File: src/rtl/state_trace_logger_pkg.sv
`default_nettype none
// +--------------------------------------------------------------------------+
// | Package : trace_pkg                                                      |
// | Shared types and constants for the state trace logger.                   |
// | Provides the controller state enumeration, the default entry layout      |
// | {timestamp, state} and the width of the drop counter.                    |
// | Revision: 1.0 - initial release                                          |
// +--------------------------------------------------------------------------+
package trace_pkg;

    localparam int TRACE_STATE_W = 3;
    localparam int TRACE_TS_W    = 32;
    localparam int TRACE_DEPTH   = 16;
    localparam int DROP_CNT_W    = 8;

    typedef enum logic [1:0] {
        IDLE = 2'd0,
        RUN  = 2'd1,
        DONE = 2'd2
    } trace_st_t;

    typedef struct packed {
        logic [TRACE_TS_W-1:0]    ts;
        logic [TRACE_STATE_W-1:0] state;
    } trace_entry_t;

endpackage
`default_nettype wire

File: src/rtl/state_trace_logger_if.sv
`default_nettype none
// +--------------------------------------------------------------------------+
// | Interface : state_trace_logger_if                                        |
// | Read-side valid/ready port of the state trace logger.                    |
// |   rd_valid : head entry available          (master -> slave)             |
// |   rd_ready : reader accepts head entry     (slave  -> master)            |
// |   rd_state : head entry state              (master -> slave)             |
// |   rd_ts    : head entry timestamp          (master -> slave)             |
// | Modports: master = logger side, slave = reader side.                     |
// | Revision: 1.0 - initial release                                          |
// +--------------------------------------------------------------------------+
interface state_trace_logger_if
    import trace_pkg::*;
#(
    parameter int STATE_W = TRACE_STATE_W,
    parameter int TS_W    = TRACE_TS_W
);
    logic               rd_valid;
    logic               rd_ready;
    logic [STATE_W-1:0] rd_state;
    logic [TS_W-1:0]    rd_ts;

    modport master (
        output rd_valid,
        output rd_state,
        output rd_ts,
        input  rd_ready
    );

    modport slave (
        input  rd_valid,
        input  rd_state,
        input  rd_ts,
        output rd_ready
    );
endinterface
`default_nettype wire

File: src/rtl/state_trace_logger_fifo.sv
`default_nettype none
// +--------------------------------------------------------------------------+
// | Module  : trace_fifo                                                     |
// | Synchronous FIFO with a registered head word.                            |
// |   clock/reset : rising-edge clock, synchronous active-high reset         |
// |   i_flush     : synchronous flush, empties the FIFO                      |
// |   i_push      : write request, accepted if not full or popping           |
// |   i_data      : write data                                               |
// |   i_ready     : reader accepts the head word                             |
// |   o_valid     : head word available                                      |
// |   o_data      : registered head word, zero while empty                   |
// |   o_full      : FIFO holds DEPTH words                                   |
// |   o_level     : occupancy, 0..DEPTH                                      |
// | Revision: 1.0 - initial release                                          |
// +--------------------------------------------------------------------------+
module trace_fifo #(
    parameter int WIDTH = 35,
    parameter int DEPTH = 16
) (
    input  logic                     clock,
    input  logic                     reset,
    input  logic                     i_flush,
    input  logic                     i_push,
    input  logic [WIDTH-1:0]         i_data,
    input  logic                     i_ready,
    output logic                     o_valid,
    output logic [WIDTH-1:0]         o_data,
    output logic                     o_full,
    output logic [$clog2(DEPTH):0]   o_level
);
    localparam int c_AW = $clog2(DEPTH);

    logic [WIDTH-1:0] r_mem [DEPTH];
    logic [c_AW:0]    r_wptr;
    logic [c_AW:0]    r_rptr;
    logic [WIDTH-1:0] r_head;

    logic             w_empty;
    logic             w_full;
    logic             w_pop;
    logic             w_push;
    logic [c_AW:0]    w_wptr_nxt;
    logic [c_AW:0]    w_rptr_nxt;

    // Pointers carry one extra wrap bit so full and empty are distinguishable.
    assign w_empty    = (r_wptr == r_rptr);
    assign w_full     = (r_wptr[c_AW] != r_rptr[c_AW]) &&
                        (r_wptr[c_AW-1:0] == r_rptr[c_AW-1:0]);
    assign w_pop      = !w_empty && i_ready;
    // A pop frees the slot in the same cycle, so a full FIFO still takes a push.
    assign w_push     = i_push && (!w_full || w_pop);
    assign w_wptr_nxt = r_wptr + {{c_AW{1'b0}}, w_push};
    assign w_rptr_nxt = r_rptr + {{c_AW{1'b0}}, w_pop};

    always_ff @(posedge clock) begin
        if (w_push) begin
            r_mem[r_wptr[c_AW-1:0]] <= i_data;
        end
    end

    always_ff @(posedge clock) begin
        if (reset || i_flush) begin
            r_wptr <= '0;
            r_rptr <= '0;
            r_head <= '0;
        end else begin
            r_wptr <= w_wptr_nxt;
            r_rptr <= w_rptr_nxt;
            // The head register tracks whatever sits at the next read pointer.
            // If that slot is being written this very cycle, take the write data.
            if (w_wptr_nxt == w_rptr_nxt) begin
                r_head <= '0;
            end else if (w_push && (w_rptr_nxt == r_wptr)) begin
                r_head <= i_data;
            end else begin
                r_head <= r_mem[w_rptr_nxt[c_AW-1:0]];
            end
        end
    end

    assign o_valid = !w_empty;
    assign o_data  = r_head;
    assign o_full  = w_full;
    assign o_level = r_wptr - r_rptr;

endmodule
`default_nettype wire

File: src/rtl/state_trace_logger.sv
`default_nettype none
// +--------------------------------------------------------------------------+
// | Module  : state_trace_logger                                             |
// | Watches an FSM state vector and logs {timestamp, state} into a FIFO on   |
// | every state change while running.                                        |
// |   clock, reset : rising-edge clock, synchronous active-high reset        |
// |   enable       : 1 = capture, 0 = back to idle (FIFO contents kept)      |
// |   clear        : synchronous flush of FIFO, flags and counters           |
// |   state_in     : observed state vector                                   |
// |   rd           : valid/ready read port (master modport)                  |
// |   level        : FIFO occupancy                                          |
// |   overflow     : sticky, at least one event dropped                      |
// |   drop_cnt     : dropped events, saturating                              |
// |   ts_wrap      : sticky, timestamp counter wrapped                       |
// |   stop_cycle   : stop compare value       (TRACE_STOP_EN only)           |
// |   stopped      : capture frozen           (TRACE_STOP_EN only)           |
// | Build option: define TRACE_STOP_EN to add the stop-on-timestamp feature. |
// | Revision: 1.0 - initial release                                          |
// +--------------------------------------------------------------------------+
module state_trace_logger
    import trace_pkg::*;
#(
    parameter int STATE_W = TRACE_STATE_W,
    parameter int TS_W    = TRACE_TS_W,
    parameter int DEPTH   = TRACE_DEPTH
) (
    input  logic                    clock,
    input  logic                    reset,
    input  logic                    enable,
    input  logic                    clear,
    input  logic [STATE_W-1:0]      state_in,
    state_trace_logger_if.master    rd,
    output logic [$clog2(DEPTH):0]  level,
    output logic                    overflow,
    output logic [DROP_CNT_W-1:0]   drop_cnt,
    output logic                    ts_wrap
`ifdef TRACE_STOP_EN
    ,
    input  logic [TS_W-1:0]         stop_cycle,
    output logic                    stopped
`endif
);
    localparam logic [1:0] c_ST_IDLE = IDLE;
    localparam logic [1:0] c_ST_RUN  = RUN;
`ifdef TRACE_STOP_EN
    localparam logic [1:0] c_ST_DONE = DONE;
`endif

    typedef struct packed {
        logic [TS_W-1:0]    ts;
        logic [STATE_W-1:0] state;
    } entry_t;

    logic [1:0]            r_fsm;
    logic [TS_W-1:0]       r_ts;
    logic [STATE_W-1:0]    r_prev_state;
    logic                  r_prev_valid;
    logic                  r_overflow;
    logic [DROP_CNT_W-1:0] r_drop_cnt;
    logic                  r_ts_wrap;
`ifdef TRACE_STOP_EN
    logic                  r_stopped;
`endif

    logic                  w_event;
    logic                  w_pop;
    logic                  w_drop;
    logic                  w_full;
    logic                  w_valid;
    entry_t                w_push_entry;
    entry_t                w_head;

    // The first running cycle always logs because prev_valid starts cleared.
    assign w_event = (r_fsm == c_ST_RUN) && enable &&
                     (!r_prev_valid || (state_in != r_prev_state));
    assign w_pop   = w_valid && rd.rd_ready;
    assign w_drop  = w_event && w_full && !w_pop;

    assign w_push_entry.ts    = r_ts;
    assign w_push_entry.state = state_in;

    trace_fifo #(
        .WIDTH (TS_W + STATE_W),
        .DEPTH (DEPTH)
    ) u_fifo (
        .clock   (clock),
        .reset   (reset),
        .i_flush (clear),
        .i_push  (w_event),
        .i_data  (w_push_entry),
        .i_ready (rd.rd_ready),
        .o_valid (w_valid),
        .o_data  (w_head),
        .o_full  (w_full),
        .o_level (level)
    );

    always_ff @(posedge clock) begin
        if (reset || clear) begin
            r_fsm        <= c_ST_IDLE;
            r_ts         <= '0;
            r_prev_state <= '0;
            r_prev_valid <= 1'b0;
            r_overflow   <= 1'b0;
            r_drop_cnt   <= '0;
            r_ts_wrap    <= 1'b0;
`ifdef TRACE_STOP_EN
            r_stopped    <= 1'b0;
`endif
        end else begin
            case (r_fsm)
                c_ST_IDLE: begin
                    if (enable) begin
                        r_fsm        <= c_ST_RUN;
                        r_ts         <= '0;
                        r_prev_valid <= 1'b0;
                    end
                end
                c_ST_RUN: begin
                    if (!enable) begin
                        r_fsm <= c_ST_IDLE;
                    end else begin
                        r_ts <= r_ts + TS_W'(1);
                        if (&r_ts) begin
                            r_ts_wrap <= 1'b1;
                        end
                        // Dropped events still update the reference state.
                        if (w_event) begin
                            r_prev_state <= state_in;
                            r_prev_valid <= 1'b1;
                        end
`ifdef TRACE_STOP_EN
                        if (r_ts == stop_cycle) begin
                            r_fsm     <= c_ST_DONE;
                            r_stopped <= 1'b1;
                        end
`endif
                    end
                end
                default: begin
                    // DONE is left only through clear or reset.
                end
            endcase

            if (w_drop) begin
                r_overflow <= 1'b1;
                if (r_drop_cnt != {DROP_CNT_W{1'b1}}) begin
                    r_drop_cnt <= r_drop_cnt + DROP_CNT_W'(1);
                end
            end
        end
    end

    assign rd.rd_valid = w_valid;
    assign rd.rd_state = w_head.state;
    assign rd.rd_ts    = w_head.ts;
    assign overflow    = r_overflow;
    assign drop_cnt    = r_drop_cnt;
    assign ts_wrap     = r_ts_wrap;
`ifdef TRACE_STOP_EN
    assign stopped     = r_stopped;
`endif

endmodule
`default_nettype wire

File: src/flat_wrapper.sv
// flat-port wrapper written by rule: the top's interface ports become plain ports
module state_trace_logger_flat import trace_pkg::*;
#(
    parameter int STATE_W = TRACE_STATE_W,
    parameter int TS_W    = TRACE_TS_W,
    parameter int DEPTH   = TRACE_DEPTH
)
  (clock, reset, enable, clear, state_in, level, overflow, drop_cnt, ts_wrap, rd_rd_valid, rd_rd_state, rd_rd_ts, rd_rd_ready);
  state_trace_logger_if #(.STATE_W(STATE_W), .TS_W(TS_W)) rd_i ();
  input  logic clock;
  input  logic reset;
  input  logic enable;
  input  logic clear;
  input  logic [STATE_W-1:0] state_in;
  output logic [$clog2(DEPTH):0] level;
  output logic overflow;
  output logic [DROP_CNT_W-1:0] drop_cnt;
  output logic ts_wrap;
  output wire logic [$bits(rd_i.rd_valid)-1:0] rd_rd_valid;
  output wire logic [$bits(rd_i.rd_state)-1:0] rd_rd_state;
  output wire logic [$bits(rd_i.rd_ts)-1:0] rd_rd_ts;
  input wire logic [$bits(rd_i.rd_ready)-1:0] rd_rd_ready;
  assign rd_rd_valid = rd_i.rd_valid;
  assign rd_rd_state = rd_i.rd_state;
  assign rd_rd_ts = rd_i.rd_ts;
  assign rd_i.rd_ready = rd_rd_ready;
  state_trace_logger #(.STATE_W(STATE_W), .TS_W(TS_W), .DEPTH(DEPTH)) u_core (.clock(clock), .reset(reset), .enable(enable), .clear(clear), .state_in(state_in), .rd(rd_i), .level(level), .overflow(overflow), .drop_cnt(drop_cnt), .ts_wrap(ts_wrap));
endmodule
File: config.mk
export PLATFORM = sky130hd
export DESIGN_NAME = state_trace_logger_flat
export DESIGN_NICKNAME = d
export VERILOG_FILES = /design/src/rtl/state_trace_logger_pkg.sv /design/src/rtl/state_trace_logger_if.sv /design/src/rtl/state_trace_logger_fifo.sv /design/src/rtl/state_trace_logger.sv /design/src/flat_wrapper.sv
export SDC_FILE = /design/constraint.sdc
export NUM_CORES = 1
export LEC_CHECK = 0
export CAP_MARGIN = 30
export CORE_ASPECT_RATIO = 1.4
export CORE_MARGIN = 2
export CORE_UTILIZATION = 45
export DETAILED_ROUTE_END_ITERATION = 10
export PLACE_DENSITY = 0.59
export RECOVER_POWER = 25
export SYNTH_ARGS = -nofsm -noshare
export SYNTH_HDL_FRONTEND = slang
export SYNTH_SLANG_ARGS = --single-unit
File: constraint.sdc
create_clock -name clock -period 13.3 [get_ports clock]
set_input_delay 2.66 -clock clock [delete_from_list [all_inputs] [get_ports clock]]
set_output_delay 2.66 -clock clock [all_outputs]
set_load 0.02 [all_outputs]
# Word level (Yosys, flattened, before mapping)
# Memory sizes are Yosys's and may differ from the RTL's.
# Index checks and enable logic that the tools add are counted.
[totals]
mem_bits_rw = 560
elab_cells = 65
memories = 1
register_bits = 93
[op_classes]
addsub = 5
n_reduce_logical = 24
n_eq_ne = 12
n_mux = 13
[memory_table]
columns = ["name", "depth", "width", "rd", "rd_ports_with_merged_regs", "write_ports", "line", "source"]
rows = [
  ["u_core.u_fifo.r_mem", 16, 35, 1, 0, 1, "state_trace_logger_fifo.sv:33", "logic [WIDTH-1:0] r_mem [DEPTH];"],
]
[op_table]
columns = ["cell", "count"]
rows = [
  ["$mux 32", 2],
  ["$pmux 32 s2", 1],
  ["$mux 35", 1],
  ["$reduce_and 34->1", 1],
  ["$add 32x1->32 const B", 1],
  ["$eq 5x5->1", 3],
  ["$add 5x1->5", 2],
  ["$reduce_and 3->1", 3],
  ["$add 8x1->8 const B", 1],
  ["$logic_and 1x1->1", 8],
  ["$ne 2x2->1 const B", 4],
  ["$ne 8x8->1 const B", 1],
  ["$mux 1", 5],
  ["$sub 5x5->5", 1],
  ["$eq 4x4->1", 1],
  ["$logic_not 1->1", 4],
  ["$mux 2", 2],
  ["$pmux 2 s2", 1],
  ["$reduce_and 4->1", 1],
  ["$logic_or 1x1->1", 3],
  ["$ne 3x3->1", 1],
  ["$eq 2x1->1 const B", 1],
  ["$logic_not 2->1", 1],
  ["$pmux 1 s2", 1],
  ["4 further kinds", 4],
]

# Depth between registers and ports, before layout
[depth]
ltp_word = 8
depth_mapped = 18

# By module
# Synthesis repeated with hierarchy kept, for this count alone.
[unflattened]
hier_cells = 1399
area_unflattened_um2 = 25989.9
[modules_own_cells]
columns = ["mod", "n_inst", "seq_area_each_um2", "area_each_um2", "cells_each"]
rows = [
  ["trace_fifo", 1, 17717.0, 23473.8, 1117],
  ["state_trace_logger", 1, 940.9, 2516.2, 282],
]

# Worst setup path before layout
# OpenSTA, ideal clock, no wires.
[synth_path]
path_type = "input to register"
start = "in enable"
end = "mem u_core.u_fifo.r_mem[0][0], enable pin"
t_arrival_ns = 6.957
stages = 5
required_time_ns = 12.773
n_path_buf = 0
setup_ns = 0.527
setup_slack_ns = 5.816
path_cell_list = "ha_1 > o41ai_1 > nand2b_1 > nor2_1 > nor4b_1"
[synth_between]
elab_chain_len = 5
[synth_rtl]
columns = ["item", "line", "source"]
rows = [
  ["start: declaration", "flat_wrapper.sv:12", "input logic enable;"],
  ["$logic_and 1x1->1 (2 in series)", "state_trace_logger.sv:74", "assign w_event = (r_fsm == c_ST_RUN) && enable &&"],
  ["$logic_and 1x1->1", "state_trace_logger_fifo.sv:51", "assign w_push = i_push && (!w_full || w_pop);"],
  ["$mux 1", "state_trace_logger_fifo.sv:56", "if (w_push) begin"],
  ["$mux 1 (implied by the code)", "state_trace_logger_fifo.sv:57", "r_mem[r_wptr[c_AW-1:0]] <= i_data;"],
  ["end: declaration", "state_trace_logger_fifo.sv:33", ""],
]
# No other way between the ends.

# Final worst setup path
[layout_path]
start = "in state_in[0]"
end = "reg u_core.u_fifo.r_head[9], in the netlist u_core.u_fifo.o_data[9]"
[layout_between]
elab_chain_len = 7
[layout_rtl]
columns = ["item", "line", "source"]
rows = [
  ["start: declaration", "flat_wrapper.sv:14", "input logic [STATE_W-1:0] state_in;"],
  ["$ne 3x3->1 *", "state_trace_logger.sv:75", "(!r_prev_valid || (state_in != r_prev_state));"],
  ["$logic_or 1x1->1 *", "state_trace_logger.sv:75", ""],
  ["$logic_and 1x1->1 *", "state_trace_logger.sv:74", ""],
  ["$logic_and 1x1->1 *", "state_trace_logger_fifo.sv:51", ""],
  ["$add 5x1->5", "state_trace_logger_fifo.sv:52", "assign w_wptr_nxt = r_wptr + {{c_AW{1'b0}}, w_push};"],
  ["$eq 5x5->1", "state_trace_logger_fifo.sv:71", "if (w_wptr_nxt == w_rptr_nxt) begin"],
  ["$reduce_or 2->1 (no line)", "-", ""],
  ["end signal: assignment", "state_trace_logger_fifo.sv:74", "r_head <= i_data;"],
  ["end signal: assignment", "state_trace_logger_fifo.sv:76", "r_head <= r_mem[w_rptr_nxt[c_AW-1:0]];"],
  ["end: declaration", "state_trace_logger_fifo.sv:36", "logic [WIDTH-1:0] r_head;"],
]
# Mark *: on every way between the ends. The rest lies on a longest branch, timed or not.
# A chain may end at the register's enable or synchronous reset.

==> results.yml <==
outcome:
  outcome: "finished clean"
synth:
  syn_inst: 1554
  synth_fa_ha_area_share_pct: 0.6715
  synth_xor_area_share_pct: 2.419
  synth_fp_nets: 1575
  ys_types: 50
  synthSimpleGateAreaFrac_pct: 5.643
  ys_seq_elements: 652
  synth_edf_count: 560
  synthArstFlopShare_pct: 0
  synth_warnings: 0
  synth_top_family_by_area: "multiplexers"
  yosysSeqAreaShare_pct: 73.62
  avgSynthCellArea_um2: 16.31
  synth.area.mux_share_pct: 8.384
  synth_compound_area_share_pct: 6.996
  synth_area_um2: 25340
  synthFlopType: "edfxtp_1"
setup_path:
  crit_fanout: 35
  reg2reg_depth: 13
  cp.required_ps: 13780
  reg2reg_to: "u_core.u_fifo.o_data[9]"
  start_kind: "input port"
  slowest_delay_ps: 780
  end_kind: "register"
  r2r_slack_ps: 8530
  critPathBufInv: 4
  r2r-start: "u_core.u_fifo.r_wptr[0]"
  path_class: "input port to register"
  path_cells: "clkdlybuf4s50_1 -> xor2_1 -> o41ai_1 -> buf_4 -> nand2b_1 -> inv_1 -> ha_1 -> ha_1 -> nand3_1 -> xor2_1 -> xnor2_1 -> nand3_1 -> o31a_1 -> nor2b_4 -> buf_4 -> a32o_1"
  crit_arrival_ps: 6880
  critPathSlowestCell: "clkdlybuf4s50_1"
  crit_family: "buffers and inverters"
floorplan:
  rows: 102
  core_area_um2: 55520
  dieArea_um2: 58260
  start_util_pct: 45.65
  dieWidth_um: 204.6
  die_y_um: 284.8
  ios: 59
hold_path:
  hp-start: "u_core.r_prev_valid"
  hold_path.class: "register to register"
  hold_path_depth: 2
  whs_endpoint: "u_core.r_prev_valid"
timing:
  fmax_ghz: 0.1561
  hold_violations: 0
  final_max_slew_viol_count: 0
  fin_crit_sh_pct: 48.18
  fin_tns_setup_ps: 0
  finClkSkew_ps: 18.65
  min_period_ps: 6407
  setup_viol: 0
  slew_headroom_pct: 27.64
  rsz0062_at_grt: "false"
  worst_pin_slew_ps: 1076
cells_and_area:
  drive_gt1_share_pct: 9.351
  diodes: 0
  nets: 1652
  n_fill_cell: 4563
  mostFrequentLayoutCells: "edfxtp_1 (560), mux2i_1 (210), nand2_1 (168)"
  area_delta_synth_final_pct: 13.00
  fin_cells: 2407
  final_common_cell: "edfxtp_1"
routing:
  antenna_left: 0
  num_vias: 13926
  post_drt_wl_per_cell_um: 25.96
  wl_met1_mm: 25.23
  wl_met3_mm: 3.170
  via_per_inst: 5.786
  maxUsedRoutingLayer: "met4"
  drc_errors: 0
  dr.pass1.iters: 8
  first_iter_violations: 1279
  detail_route.wirelength_mm: 62.48
  met2_length_mm: 32.23
placed_design:
  place_congestion: 0.7588
  hpwl_mm: 31.17
  port_buffers: 58
  dp.cells: 2298
cts:
  cts_resized: 0
  clk_latency_ps: 600
  post_cts_buffers: 0
  cts.sink_count: 652
  hold_buffers: 0
  clk_pin_slew_ps: 60
  tritoncts: "done"
  cts_buffers: 59
  htreeDepth: 2
  clock_path_buffers: 3
  root_buffer: "clkbuf_16"
global_route:
  grt_usage_pct: 21.38
  grt_first_pass_wirelength_mm: 91.21
  grt_max_degree: 153
  antenna_found_initial: 0
  grt_pass1_vias: 13917
  grt_overflow_total: 0
power_and_ir_drop:
  ir_worst_vdd_mv: 0.09183
  leakage_nw: 10.42
  power_density_nw_per_um2: 135.1
flow_run:
  drv_cap: 0
-- flip-flops by register name, summed over array words and instances, names as in the netlist --
register and cells:
u_core.drop_cnt 8, u_core.u_fifo.r_wptr 5, u_core.r_prev_valid 1, u_core.r_ts 32, u_core.u_fifo.r_rptr 5, u_core.u_fifo.o_data 35, u_core.r_fsm 1, u_core.ts_wrap 1
u_core.r_prev_state 3, u_core.overflow 1, u_core.u_fifo.r_mem 560
-- worst max-delay path by stage --
stage | startpoint | endpoint | slack [ps] | depth (start not counted)
2_1_floorplan | enable | u_core.u_fifo.r_mem[0][0] | 5820 | 5
3_3_place_gp | state_in[0] | u_core.u_fifo.o_data[8] | 6340 | 16
3_5_place_dp | state_in[0] | u_core.u_fifo.o_data[8] | 6290 | 16
4_1_cts | state_in[0] | u_core.u_fifo.o_data[9] | 6870 | 16
5_1_grt | state_in[0] | u_core.u_fifo.o_data[9] | 6690 | 16
6_report | state_in[0] | u_core.u_fifo.o_data[9] | 6890 | 16
-- cell type report --
class	instances	area [um^2]	share of cell area, %
clock buffer	91	1678	5.859
clock inverter	18	128.9	0.4500
inverter	15	56.30	0.1966
multi-input combinational	804	6285	21.95
sequential	652	18660	65.15
tap	728	910.9	3.181
timing repair buffer	99	920.9	3.216
-- per-layer routing --
metal	up-vias	global-route usage (%)
met3	116	2.549
li1	6224	-
met5	-	0
met1	7164	27.59
met2	422	37.55
met4	0	6.649
-- logic make-up after synthesis --
kind of cell             count (synthesis)
AO/OA/AOI/OAI                          192
XOR/XNOR                                64
adder cells (fa/ha/maj)                 13
buffers and inverters                   98
flip-flops                             652
multiplexers                           211
AND/OR/NAND/NOR                        324
-- through the flow --
| stage | area [um^2] | worst slack, ps | hold WS (ps) | total power, mW | util [%] |
|---|---|---|---|---|---|
| 2_1_floorplan | 25340 | 5816 | 436.7 | 2.283 | - |
| 3_3_place_gp | 26800 | 6341 | 455.0 | 2.304 | 48.28 |
| 3_5_place_dp | 26830 | 6286 | 471.6 | 2.306 | 48.33 |
| 4_1_cts | 28640 | 6871 | 489.1 | 3.897 | 51.58 |
| 5_1_grt | 28640 | 6693 | 509.6 | 3.976 | 51.58 |
| 6_report | 28640 | 6893 | 478.9 | 3.869 | 51.58 |
-- report_power, final --
part / leakage [nW] / total [mW] / switching [mW] / internal (mW)
Combinational: 3.65 / 0.0582 / 0.0356 / 0.0227
Clock: 0.873 / 1.61 / 0.722 / 0.886
Sequential: 5.90 / 2.20 / 0.00448 / 2.20
-- cells in the mapped netlist, drive strengths merged (7+ instances only) --
| cell type | n | area, um^2 |
|---|---|---|
| nand3 | 27 | 135.1 |
| mux2i | 210 | 2102 |
| nor3 | 15 | 117.6 |
| nand2 | 168 | 630.6 |
| inv | 15 | 56.30 |
| nand4 | 7 | 50.05 |
| xor2 | 36 | 322.8 |
| clkbuf | 30 | 116.4 |
| edfxtp | 560 | 16820 |
| a221oi | 67 | 586.8 |
| buf | 53 | 400.4 |
| a32o | 100 | 1001 |
| xnor2 | 28 | 290.3 |
| dfxtp | 92 | 1842 |
| nor2 | 77 | 296.5 |
| ha | 12 | 150.1 |
-- tightest hold or removal path: stages, from the launching register on --
cell and delay, ps:
dfxtp_1 330, a21oi_1 40, nor2_1 70
No activity file was read; power rests on OpenSTA's default activity.
